File: src/rtl/cache_types_pkg.sv
// Shared types and default widths for the physical-memory arbiter.
// Combinational definitions only: no latency, no flow control.
// Grant states are one-hot so each grant decodes from a single bit.
package cache_types_pkg;

    localparam int ADDR_W_DEF = 32;
    localparam int LINE_W_DEF = 256;
    localparam int CNT_W_DEF  = 16;

    typedef enum logic [2:0] {
        ARB_IDLE  = 3'b001,
        ARB_GNT_I = 3'b010,
        ARB_GNT_D = 3'b100
    } arb_state_t;

    typedef enum logic {
        SIDE_I = 1'b0,
        SIDE_D = 1'b1
    } gnt_side_t;

endpackage

File: src/rtl/arb_sat_counter.sv
// Saturating event counter for arbiter contention visibility.
// Latency: count reflects an inc one cycle later.
// No backpressure: sticks at all-ones instead of wrapping.
module arb_sat_counter #(
    parameter int CNT_W = 16
) (
    input  logic             clk,
    input  logic             rst_n,
    input  logic             inc,
    output logic [CNT_W-1:0] count
);

    always_ff @(posedge clk or negedge rst_n) begin
        if (!rst_n) begin
            count <= '0;
        end else if (inc && (count != {CNT_W{1'b1}})) begin
            count <= count + CNT_W'(1);
        end
    end

endmodule

File: src/rtl/pmem_arbiter.sv
// Shares one physical-memory port between I-side fills and D-side victim traffic; PMEM_ARB_ROUND_ROBIN_EN alternates on contention.
// Latency: grant one cycle after a request is seen in idle; resp passes through combinationally; one idle cycle after each resp.
// Backpressure: the loser holds its request until granted; the winner holds the port until pmem_resp.
module pmem_arbiter
    import cache_types_pkg::*;
#(
    parameter int ADDR_W = ADDR_W_DEF,
    parameter int LINE_W = LINE_W_DEF,
    parameter int CNT_W  = CNT_W_DEF
) (
    input  logic              clk,
    input  logic              rst_n,
    input  logic              i_pmem_read,
    input  logic [ADDR_W-1:0] i_pmem_address,
    output logic [LINE_W-1:0] i_pmem_rdata,
    output logic              i_pmem_resp,
    input  logic              d_pmem_read,
    input  logic              d_pmem_write,
    input  logic [ADDR_W-1:0] d_pmem_address,
    input  logic [LINE_W-1:0] d_pmem_wdata,
    output logic [LINE_W-1:0] d_pmem_rdata,
    output logic              d_pmem_resp,
    output logic              pmem_read,
    output logic              pmem_write,
    output logic [ADDR_W-1:0] pmem_address,
    output logic [LINE_W-1:0] pmem_wdata,
    input  logic [LINE_W-1:0] pmem_rdata,
    input  logic              pmem_resp,
    output logic [CNT_W-1:0]  contention_cnt
);

    arb_state_t state, state_nxt;
    gnt_side_t  last_gnt;
    logic       i_req, d_req, both_req, pick_d;

    assign i_req    = i_pmem_read;
    assign d_req    = d_pmem_read | d_pmem_write;
    assign both_req = i_req & d_req;

`ifdef PMEM_ARB_ROUND_ROBIN_EN
    assign pick_d = (last_gnt == SIDE_I);
`else
    assign pick_d = 1'b1;
`endif

    always_ff @(posedge clk or negedge rst_n) begin
        if (!rst_n) begin
            state <= ARB_IDLE;
        end else begin
            state <= state_nxt;
        end
    end

    always_ff @(posedge clk or negedge rst_n) begin
        if (!rst_n) begin
            last_gnt <= SIDE_D;
        end else if (state == ARB_IDLE && state_nxt == ARB_GNT_I) begin
            last_gnt <= SIDE_I;
        end else if (state == ARB_IDLE && state_nxt == ARB_GNT_D) begin
            last_gnt <= SIDE_D;
        end
    end

    // Strobes derive from state so an async reset drops them immediately.
    always_comb begin
        state_nxt    = state;
        pmem_read    = 1'b0;
        pmem_write   = 1'b0;
        pmem_address = d_pmem_address;
        i_pmem_resp  = 1'b0;
        d_pmem_resp  = 1'b0;
        case (state)
            ARB_IDLE: begin
                if (both_req) begin
                    state_nxt = pick_d ? ARB_GNT_D : ARB_GNT_I;
                end else if (d_req) begin
                    state_nxt = ARB_GNT_D;
                end else if (i_req) begin
                    state_nxt = ARB_GNT_I;
                end
            end
            ARB_GNT_I: begin
                pmem_read    = i_pmem_read;
                pmem_address = i_pmem_address;
                if (pmem_resp) begin
                    i_pmem_resp = 1'b1;
                    state_nxt   = ARB_IDLE;
                end
            end
            ARB_GNT_D: begin
                pmem_write = d_pmem_write;
                pmem_read  = d_pmem_read & ~d_pmem_write;
                if (pmem_resp) begin
                    d_pmem_resp = 1'b1;
                    state_nxt   = ARB_IDLE;
                end
            end
            default: state_nxt = ARB_IDLE;
        endcase
    end

    assign pmem_wdata   = d_pmem_wdata;
    assign i_pmem_rdata = pmem_rdata;
    assign d_pmem_rdata = pmem_rdata;

    arb_sat_counter #(.CNT_W(CNT_W)) u_contention (
        .clk   (clk),
        .rst_n (rst_n),
        .inc   ((state == ARB_IDLE) & both_req),
        .count (contention_cnt)
    );

    a_last_gnt_tracks_grant: assert property (@(posedge clk) disable iff (!rst_n)
        (state != ARB_IDLE) |-> (last_gnt == ((state == ARB_GNT_D) ? SIDE_D : SIDE_I)));

endmodule
File: config.mk
export PLATFORM = sky130hd
export DESIGN_NAME = pmem_arbiter
export DESIGN_NICKNAME = d
export VERILOG_FILES = /design/src/rtl/cache_types_pkg.sv /design/src/rtl/arb_sat_counter.sv /design/src/rtl/pmem_arbiter.sv
export SDC_FILE = /design/constraint.sdc
export NUM_CORES = 1
export LEC_CHECK = 0
export CAP_MARGIN = 20
export CORE_AREA = 3 3 543 545
export CTS_BUF_LIST = sky130_fd_sc_hd__clkbuf_16
export DETAILED_ROUTE_END_ITERATION = 12
export DIE_AREA = 0 0 546 548
export MAX_ROUTING_LAYER = met4
export REMOVE_ABC_BUFFERS = 1
export SLEW_MARGIN = 25
export SYNTH_ARGS = -nofsm -noshare
export SYNTH_HDL_FRONTEND = slang
export SYNTH_HIERARCHICAL = 1
export SYNTH_SLANG_ARGS = --single-unit
File: constraint.sdc
create_clock -name clk -period 2.3 [get_ports clk]
set_clock_uncertainty 0.2 [all_clocks]
set_input_delay 0.69 -clock clk [delete_from_list [all_inputs] [get_ports clk]]
set_output_delay 0.69 -clock clk [all_outputs]
set_load 0.02 [all_outputs]
==> metrics.txt, run 1 <==
Setup Crit Path Kind=flip-flop to output port; critical path arrival=1.86 ns; Clk pwr share=0.212; DPL Wire Length=420000 µm; htree depth=1; maximum number of pins on one net before global-route repair=20; TritonCTS Buffers=3; GRT Util Overall=0.295; CP startpoint=state[2]; R2R depth=9; flop and latch count out of synthesis=19; Congestion Overflow GR=0; die area=299000 µm²; area occupied by multi-input gates=1170 µm²; WP depth=6; failing checks=setup timing; Via density=1.47; Total Neg Setup Slack=-13.91 ns; Final Max Slew Viols=0; Final WS setup=-0.449 ns; vias=6154; Post-Synth XOR/XNOR Area=0.00831; Hold Path Origin=state[1]; Worst-path clk slew=0.13 ns; Worst path top cell family by delay=buffers and inverters; number of fillers in the final layout=34600; Switching Fraction=0.462; CP Max Fanout=6; WHS=0.396 ns; Hold Violations, Final=0; fin crit period=approximately 2.7 ns; Core Rows=198; fraction of the mapped netlist area in compound gates=0.0212; Layout Nets=just under 900; Final Instance Count excl. Fillers=between 4000 and 5000; CTS Buffer Depth=2; CP Capture Type=output port; critical-path cell list=nor2b_2 -> nor2b_4 -> buf_6 -> clkbuf_16 -> mux2_4 -> buf_6; worst-margin pin slew=0.484 ns; 1st-pass router iterations=5; P_leak=between 1.5 and 2 nW; Comb power frac=0.577; worst endpoint required time=between 1 and 1.5 ns; Ys Warns=6; Routed WL=between 400000 and 500000 µm; CP bufs+invs=3; DR WL/cell=106 µm; maxcap violations=0; min-delay worst type=flip-flop to flip-flop; EDFF count, synth=0; Max Clock Freq=364 MHz; RePlAce Congestion=1.21; worst r2r dst=u_contention/count[15]; # placed instances=about 4200; layout cells sized above 1=0.522; Mean Syn Cell Area=8.19 µm²; dominant cell type by area after synthesis=buf_4; most frequent cells in the layout=clkdlybuf4s50_1 (65), buf_6 (36), mux2_4 (32); clk sinks=19; Slowest cell on crit path=dfrtp_1; vias in the first global route=3874; area occupied by registers=477 µm²; IO Port Bufs=about 120; Worst-Skew Late Latency=roughly 0.34 ns; pwr dens=300 nW/µm²; synth unique cells=43; global-route wire length before repair=about 460000 µm; placed inst area=7940 µm²; asr flop ratio synth=1.00; Core Region=291000 µm²; die height=548 µm; sw power=1.15 mW; Most used DFF post-synth=dfrtp_1; Starting Density=0.0254; initial antenna violation count=18; Final Setup Violations=45; slowest cell delay on critical path=0.41 ns; Slew Limit Headroom=0.678; multiplexer share of the synthesized area=0.0651; Synth-to-Final Area Change=12.4%; DRT iter0 DRCs=971; sequential share of the synthesized area=0.0646; P_int=~1.3 mW; main combinational cell family by area after synthesis=buffers and inverters; Top Ports=1402; power share of the sequential group=0.211; Placement Setup Slack=-0.719 ns; post-synth top area share=0.781; CTS tree=yes; Mapped Cells=901; DRC errors left=0; maximum vdd ir drop=0.316 mV; Netlist Area Pre-Place=7380 µm²; status=finished, violations left; Routed Antenna Nets=0; Chip Width=546 µm; most common cell after layout, fill and taps aside=clkdlybuf4s50_1; RSZ-0062 raised after global routing=yes; Final Cell Area=8300 µm²; Critical Path Sink=pmem_address[26]; r2r setup slk=-0.09 ns; Synth Area in Simple Gates=0.0480; worst flop-to-flop path startpoint=state[0]; crit share post-route=1.20; Root Buffer=clkbuf_16; crit start category=flip-flop; adder-cell share of the synthesized area=0.00169; CP most frequent cell=buf_6; CTS Hold Bufs=0; Area contributors post-synth=buf_4 (78%), dfrtp_1 (6.1%), mux2_4 (5.9%)
==> synth_stat cells (2+ instances only) <==
library cell / number
a21oi_1: 4
xor2_1: 2
nor2_1: 6
mux2_2: 3
buf_4: 768
dfrtp_1: 18
nand3_1: 5
nand4_1: 8
o21ai_0: 2
mux2_4: 29
nor4_4: 2
nand2_1: 6
nor2b_1: 2
a32oi_1: 3
buf_12: 3
and3_1: 2
o21a_1: 6
xnor2_1: 5
a31oi_1: 3
==> worst register-to-register path: stages (launching register included) <==
cell and delay [ns]:
dfstp_2 0.58, buf_6 0.11, nor2b_4 0.14, nand2_2 0.08, nor3_4 0.25, buf_12 0.18, nand4_1 0.19, nor4_4 0.25
and4b_1 0.23, a21oi_1 0.07
==> worst min path at each step <==
stage                     slack (ns)  depth (start not counted)        to
final                           0.40                          2  state[2]
after global routing            0.43                          2  state[2]
after CTS                       0.39                          2  state[2]
after detailed placement        0.33                          2  state[2]
after global placement          0.32                          2  state[2]
after floorplan                 0.19                          0  state[1]
==> power groups by stage <==
| stage | registers [mW] | logic (mW) | clock network (mW) |
|---|---|---|---|
| 6_report | 0.525 | 1.44 | 0.529 |
| 5_1_grt | 0.534 | 1.47 | 0.547 |
| 4_1_cts | 0.523 | 1.41 | 0.553 |
| 3_5_place_dp | 0.523 | 1.29 | 0 |
| 3_3_place_gp | 0.518 | 1.27 | 0 |
| 2_1_floorplan | 0.557 | 0.334 | 0 |
==> cells by family (layout without fill, tap and decap cells) <==
logic type / after synthesis / after routing
AOI/OAI and AO/OA: 21 / 21
xor gates and xnor gates: 7 / 7
adders and majority gates: 1 / 1
buffers and inverters: 773 / 161
DFF: 19 / 19
muxes: 33 / 33
other: 0 / 2
and+or+nand+nor: 47 / 47
==> metal layers <==
layer / GRT usage / routed length, µm
met5: - / 0
met4: 0.214 / 41600
met3: 0.439 / 140000
met2: 0.534 / 233000
met1: 0.0475 / 30100
==> what timing repair did <==
action	4_1_cts	5_1_grt
endpoints found under the hold margin	0	0
gates cloned	1	1
resized for setup	197	31
pin swaps	10	5
setup buffers	11	5
endpoints found under the setup margin	52	50
==> state kept, by name, summed over array words and instances, names as in the netlist <==
register / count
state: 3
u_contention/count: 16
==> per-stage QoR <==
step	utilization	total power [mW]
3_5_place_dp	0.0273	1.82
5_1_grt	0.0286	2.55
2_1_floorplan	-	0.891
4_1_cts	0.0281	2.49
6_report	0.0286	2.49
3_3_place_gp	0.0273	1.79
==> layout make-up <==
| cell class | instances | area share |
|---|---|---|
| Sequential cell | 19 | 0.0575 |
| Timing Repair Buffer | 156 | 0.203 |
| Antenna cell | 2 | 0.000603 |
| Inverter | 1 | 0.000452 |
| Multi-Input combinational cell | 109 | 0.141 |
| Tap cell | 3900 | 0.588 |
| Clock buffer | 3 | 0.00905 |
| Clock inverter | 1 | 0.000905 |
No activity file was read; power rests on OpenSTA's default activity.
==> run 2: changes to the inputs <==
--- a/config.mk
+++ b/config.mk
@@ -11,6 +11,7 @@
 export DETAILED_ROUTE_END_ITERATION = 12
 export DIE_AREA = 0 0 546 548
 export MAX_ROUTING_LAYER = met4
+export PLACE_DENSITY = 0.3
 export REMOVE_ABC_BUFFERS = 1
 export SLEW_MARGIN = 25
 export SYNTH_ARGS = -nofsm -noshare
==> metrics.txt, run 2 (synthesis results as in run 1) <==
maximum vdd ir drop=roughly 0.24 mV; Hold Path Origin=u_contention/count[15]; CTS Hold Bufs=0; WL met3=141000 µm; Routed Antenna Nets=0; Final Setup Violations=42; vias=6166; biggest regs=u_contention/count (16), state (3); worst endpoint required time=1.41 ns; number of fillers in the final layout=34600; area occupied by registers=477 µm²; Final Max Slew Viols=0; Root Buffer=clkbuf_16; Chip Width=546 µm; Top Ports=1402; Congestion Overflow GR=0; number of flip-flops under the largest register name=16; RePlAce Congestion=1.20; DR WL/cell=105 µm; TritonCTS Buffers=3; Biggest register=u_contention/count; uppermost layer routed=met4; die height=548 µm; global-route wire length before repair=about 450000 µm; critical path arrival=about 1.9 ns; initial antenna violation count=8; DRC errors left=0; Layout Nets=878; routed length on met2=225000 µm; worst-margin pin slew=0.513 ns; most frequent cells in the layout=clkdlybuf4s50_1 (67), buf_6 (36), mux2_4 (33); vias in the first global route=around 3800; crit start category=flip-flop; layout cells sized above 1=0.493; Worst-path clk slew=0.13 ns; Max Clock Freq=364 MHz; maximum number of pins on one net before global-route repair=20; total power draw=2.49 mW; DPL Wire Length=414000 µm; P_leak=1.62 nW; Core Region=291000 µm²; worst flop-to-flop path startpoint=state[0]; Via density=1.47; Setup Crit Path Kind=flip-flop to output port; Core Rows=198; pwr dens=between 200 and 300 nW/µm²; htree depth=1; WHS=0.331 ns; crit share post-route=1.19; 1st-pass router iterations=5; Final Util=0.0286; CTS Buffer Depth=2; die area=299000 µm²; Routed WL=439000 µm; Worst-Skew Late Latency=0.35 ns; most common cell after layout, fill and taps aside=clkdlybuf4s50_1; clk sinks=19; CP startpoint=state[2]; Synth-to-Final Area Change=12.5%; CTS tree=yes; status=finished, violations left; GRT Util Overall=0.291; RSZ-0062 raised after global routing=yes; Slew Limit Headroom=0.658; CP Capture Type=output port; fin crit period=about 2.7 ns; DRT iter0 DRCs=832; min-delay worst type=flip-flop to flip-flop; wl on met1=30900 µm; CP Max Fanout=5; area occupied by multi-input gates=around 1200 µm²; Hold Violations, Final=0; IO Port Bufs=121; Starting Density=0.0254; maxcap violations=0; failing checks=setup timing; Final WS setup=-0.448 ns
[run 2: cell types whose count changed in the layout (fill, tap and decap cells not counted), sizes merged]
| cell | change |
|---|---|
| buf | -7 |
| clkdlybuf4s50 | +2 |
| dlygate4sd2 | +9 |
| clkdlybuf4s15 | -1 |
| dlymetal6s2s | +2 |
[run 2: through the flow]
step	cell area (µm²)	worst slack (ns)	std cells	TNS, ns
5_1_grt	8300	-0.484	4196	-17.20
3_3_place_gp	7920	-0.673	4174	-27.71
3_5_place_dp	7920	-0.707	4174	-27.65
2_1_floorplan	1550	-0.443	129	-12.21
6_report	8300	-0.448	4196	-14.60
4_1_cts	8200	-0.498	4190	-17.79
[run 2: routing by layer]
layer | vias up | global-route usage
met5 | - | -
met4 | 0 | 0.218
met3 | 348 | 0.442
met2 | 2857 | 0.515
met1 | 2120 | 0.0490
li1 | 841 | -
[run 2: worst paths after layout]
path | to | slack (ns) | cells after the start
min in group asynchronous | state[2] | 0.49 | 2
min | u_contention/count[15] | 0.33 | 1
max reg2reg | u_contention/count[15] | -0.23 | 9
max in group asynchronous | state[0] | 1.17 | 2
max | pmem_address[1] | -0.45 | 6
min reg2reg | u_contention/count[15] | 0.33 | 1
[run 2: repair_timing]
| action | in CTS | in global routing |
|---|---|---|
| setup buffers | 10 | 6 |
| pin swaps | 11 | 7 |
| cloned | 2 | 1 |
| resized for setup | 230 | 21 |
| setup endpoints to repair | 61 | 52 |
[run 2: area by class of cell]
type / count / share of cell area
Tap cell: 3900 / 0.588
Timing Repair Buffer: 161 / 0.201
Multi-Input combinational cell: 109 / 0.143
Sequential cell: 19 / 0.0574
Clock buffer: 3 / 0.00904
Clock inverter: 1 / 0.000904
Antenna cell: 2 / 0.000603
Inverter: 1 / 0.000452
[run 2: report_power, final]
| group | switching (mW) | internal (mW) | total, mW | leakage (nW) |
|---|---|---|---|---|
| clock | 0.303 | 0.242 | 0.544 | 0.0371 |
| combinational | 0.644 | 0.765 | 1.41 | 1.33 |
| sequential | 0.132 | 0.404 | 0.535 | 0.253 |
| total | 1.08 | 1.41 | 2.49 | 1.62 |
[run 2: worst max-delay path, stage by stage, from the launching register on]
cell and delay [ns]:
dfrtp_1 0.43, nor2b_4 0.12, nor2b_4 0.20, buf_6 0.15, clkbuf_16 0.15, mux2_4 0.32, buf_6 0.14
==> run 3: changes to the inputs <==
--- a/config.mk
+++ b/config.mk
@@ -6,12 +6,14 @@
 export NUM_CORES = 1
 export LEC_CHECK = 0
 export CAP_MARGIN = 20
-export CORE_AREA = 3 3 543 545
+export CELL_PAD_IN_SITES_DETAIL_PLACEMENT = 2
+export CELL_PAD_IN_SITES_GLOBAL_PLACEMENT = 2
+export CORE_AREA = 3 3 541 543
 export CTS_BUF_LIST = sky130_fd_sc_hd__clkbuf_16
 export DETAILED_ROUTE_END_ITERATION = 12
-export DIE_AREA = 0 0 546 548
+export DIE_AREA = 0 0 544 546
 export MAX_ROUTING_LAYER = met4
-export PLACE_DENSITY = 0.3
+export PLACE_DENSITY = 0.38
 export REMOVE_ABC_BUFFERS = 1
 export SLEW_MARGIN = 25
 export SYNTH_ARGS = -nofsm -noshare
==> metrics.txt, run 3 (synthesis results as in run 1) <==
clk sinks=19; Inserted Diodes=0; most common cell after layout, fill and taps aside=clkdlybuf4s50_1; r2r setup slk=0.06 ns; Final Cell Area=between 8000 and 9000 µm²; Starting Density=0.0256; global-route wire length before repair=456000 µm; GRT Util Overall=0.297; CP Capture Type=output port; worst endpoint required time=between 1 and 1.5 ns; crit share post-route=1.18; initial antenna violation count=10; Comb power frac=0.627; Biggest register=u_contention/count; Chip Width=544 µm; Layout Nets=889; Via density=around 1.5; P_int=1.42 mW; Critical Path Sink=pmem_address[20]; Final Util=0.0289; Setup Crit Path Kind=flip-flop to output port; RePlAce Congestion=1.26; Hold Violations, Final=0; CTS Hold Bufs=0; CP bufs+invs=4; CTS Buffer Depth=2; Max Clock Freq=367 MHz; DPL Wire Length=418000 µm; Slowest cell on crit path=dfrtp_1; min-delay worst type=flip-flop to flip-flop; Switching Fraction=0.377; power share of the sequential group=0.209; crit start category=flip-flop; maximum vdd ir drop=0.176 mV; R2R depth=9; critical path arrival=1.83 ns; DRT iter0 DRCs=875; DRC errors left=0; fin crit period=2.72 ns; Core Rows=197; Slew Limit Headroom=0.703; pwr dens=274 nW/µm²; P_leak=1.70 nW; Final Max Slew Viols=0; Top Ports=1402; IO Port Bufs=121; RSZ-0062 raised after global routing=yes; Congestion Overflow GR=0; maximum number of pins on one net before global-route repair=20; Final Setup Violations=35; die area=297000 µm²; 1st-pass router iterations=4; sw power=0.857 mW; Routed Antenna Nets=0; failing checks=setup timing; critical-path cell list=nor2b_2 -> nor2b_4 -> buf_12 -> buf_12 -> buf_12 -> mux2_4 -> buf_12; Final WS setup=-0.425 ns; status=finished, violations left; TritonCTS Buffers=3; CTS tree=yes; layout cells sized above 1=0.505; maxcap violations=0; total power draw=2.28 mW; Clk pwr share=0.164; Core Region=288000 µm²; number of flip-flops under the largest register name=16; Synth-to-Final Area Change=12.6%; WP depth=7; worst r2r dst=u_contention/count[15]; Worst-Skew Late Latency=0.25 ns; most frequent cells in the layout=clkdlybuf4s50_1 (72), buf_6 (38), buf_4 (36); CP Max Fanout=6; biggest regs=u_contention/count (16), state (3); Worst path top cell family by delay=buffers and inverters; number of fillers in the final layout=34200; Root Buffer=clkbuf_16; DR WL/cell=109 µm; CP most frequent cell=buf_12; worst flop-to-flop path startpoint=state[0]; slowest cell delay on critical path=between 0.3 and 0.4 ns; Worst-path clk slew=0.06 ns; CP startpoint=state[2]; WHS=0.383 ns; Routed WL=444000 µm; die height=546 µm; worst-margin pin slew=0.445 ns; vias in the first global route=4083; htree depth=1; vias=6104; placed inst area=between 7000 and 8000 µm²
## run 3: cell types whose count changed in the layout (fill, tap and decap cells not counted), moves of 5 or more
cell             previous run  this run
buf_12                      9        16
dlygate4sd2_1              12         4
buf_4                      22        36
clkdlybuf4s50_1            67        72
buf_2                      10         1
## run 3: what timing repair did
action	in CTS	in global routing
pin swaps	6	8
hold endpoints to repair	0	0
buffers inserted	14	7
cloned	4	0
gates resized for setup	230	14
endpoints found under the setup margin	50	50
## run 3: how the worst min path moves through the flow
stage                                startpoint  cells past startpoint  slack [ns]                    end
after floorplan                           rst_n                      0        0.19               state[1]
after global placement                 state[1]                      2        0.33               state[2]
after detailed placement               state[1]                      2        0.33               state[2]
after CTS                              state[1]                      2        0.38               state[2]
after global routing      u_contention/count[4]                      1        0.39  u_contention/count[4]
final                                  state[1]                      2        0.38               state[2]
## run 3: layer usage
layer / vias to the layer above / GRT usage / share of wire
met5: - / - / 0
met4: 0 / 0.206 / 0.092
met3: 333 / 0.440 / 0.31
met2: 2806 / 0.530 / 0.51
met1: 2111 / 0.0574 / 0.083
li1: 854 / - / -
## run 3: through the flow
step	setup slack [ns]	setup TNS [ns]	cells
floorplan	-0.443	-12.21	129
CTS	-0.433	-12.04	4083
finish	-0.425	-12.02	4086
global placement	-0.718	-23.39	4061
global route	-0.466	-13.68	4086
detailed placement	-0.699	-23.11	4061
## run 3: worst min-delay path, cell delays in order (launching register included)
cell and delay (ns):
dfrtp_1 0.34, buf_4 0.16, a21oi_1 0.05
## run 3: power by group through the flow
stage / sequential [mW] / combinational (mW) / clock [mW]
finish: 0.476 / 1.43 / 0.373
global route: 0.484 / 1.50 / 0.403
CTS: 0.475 / 1.44 / 0.388
detailed placement: 0.479 / 1.22 / 0
global placement: 0.478 / 1.22 / 0
floorplan: 0.557 / 0.334 / 0
## run 3: layout make-up
cell class,count,area [µm²],area share
clock inverters,1,3.75,0.000451
inverters,1,3.75,0.000451
flip-flops and latches,19,477,0.0573
repair buffers,172,1890,0.227
clock buffers,3,75.1,0.00903
well taps,3781,4730,0.569
multi-input cells,109,1140,0.137
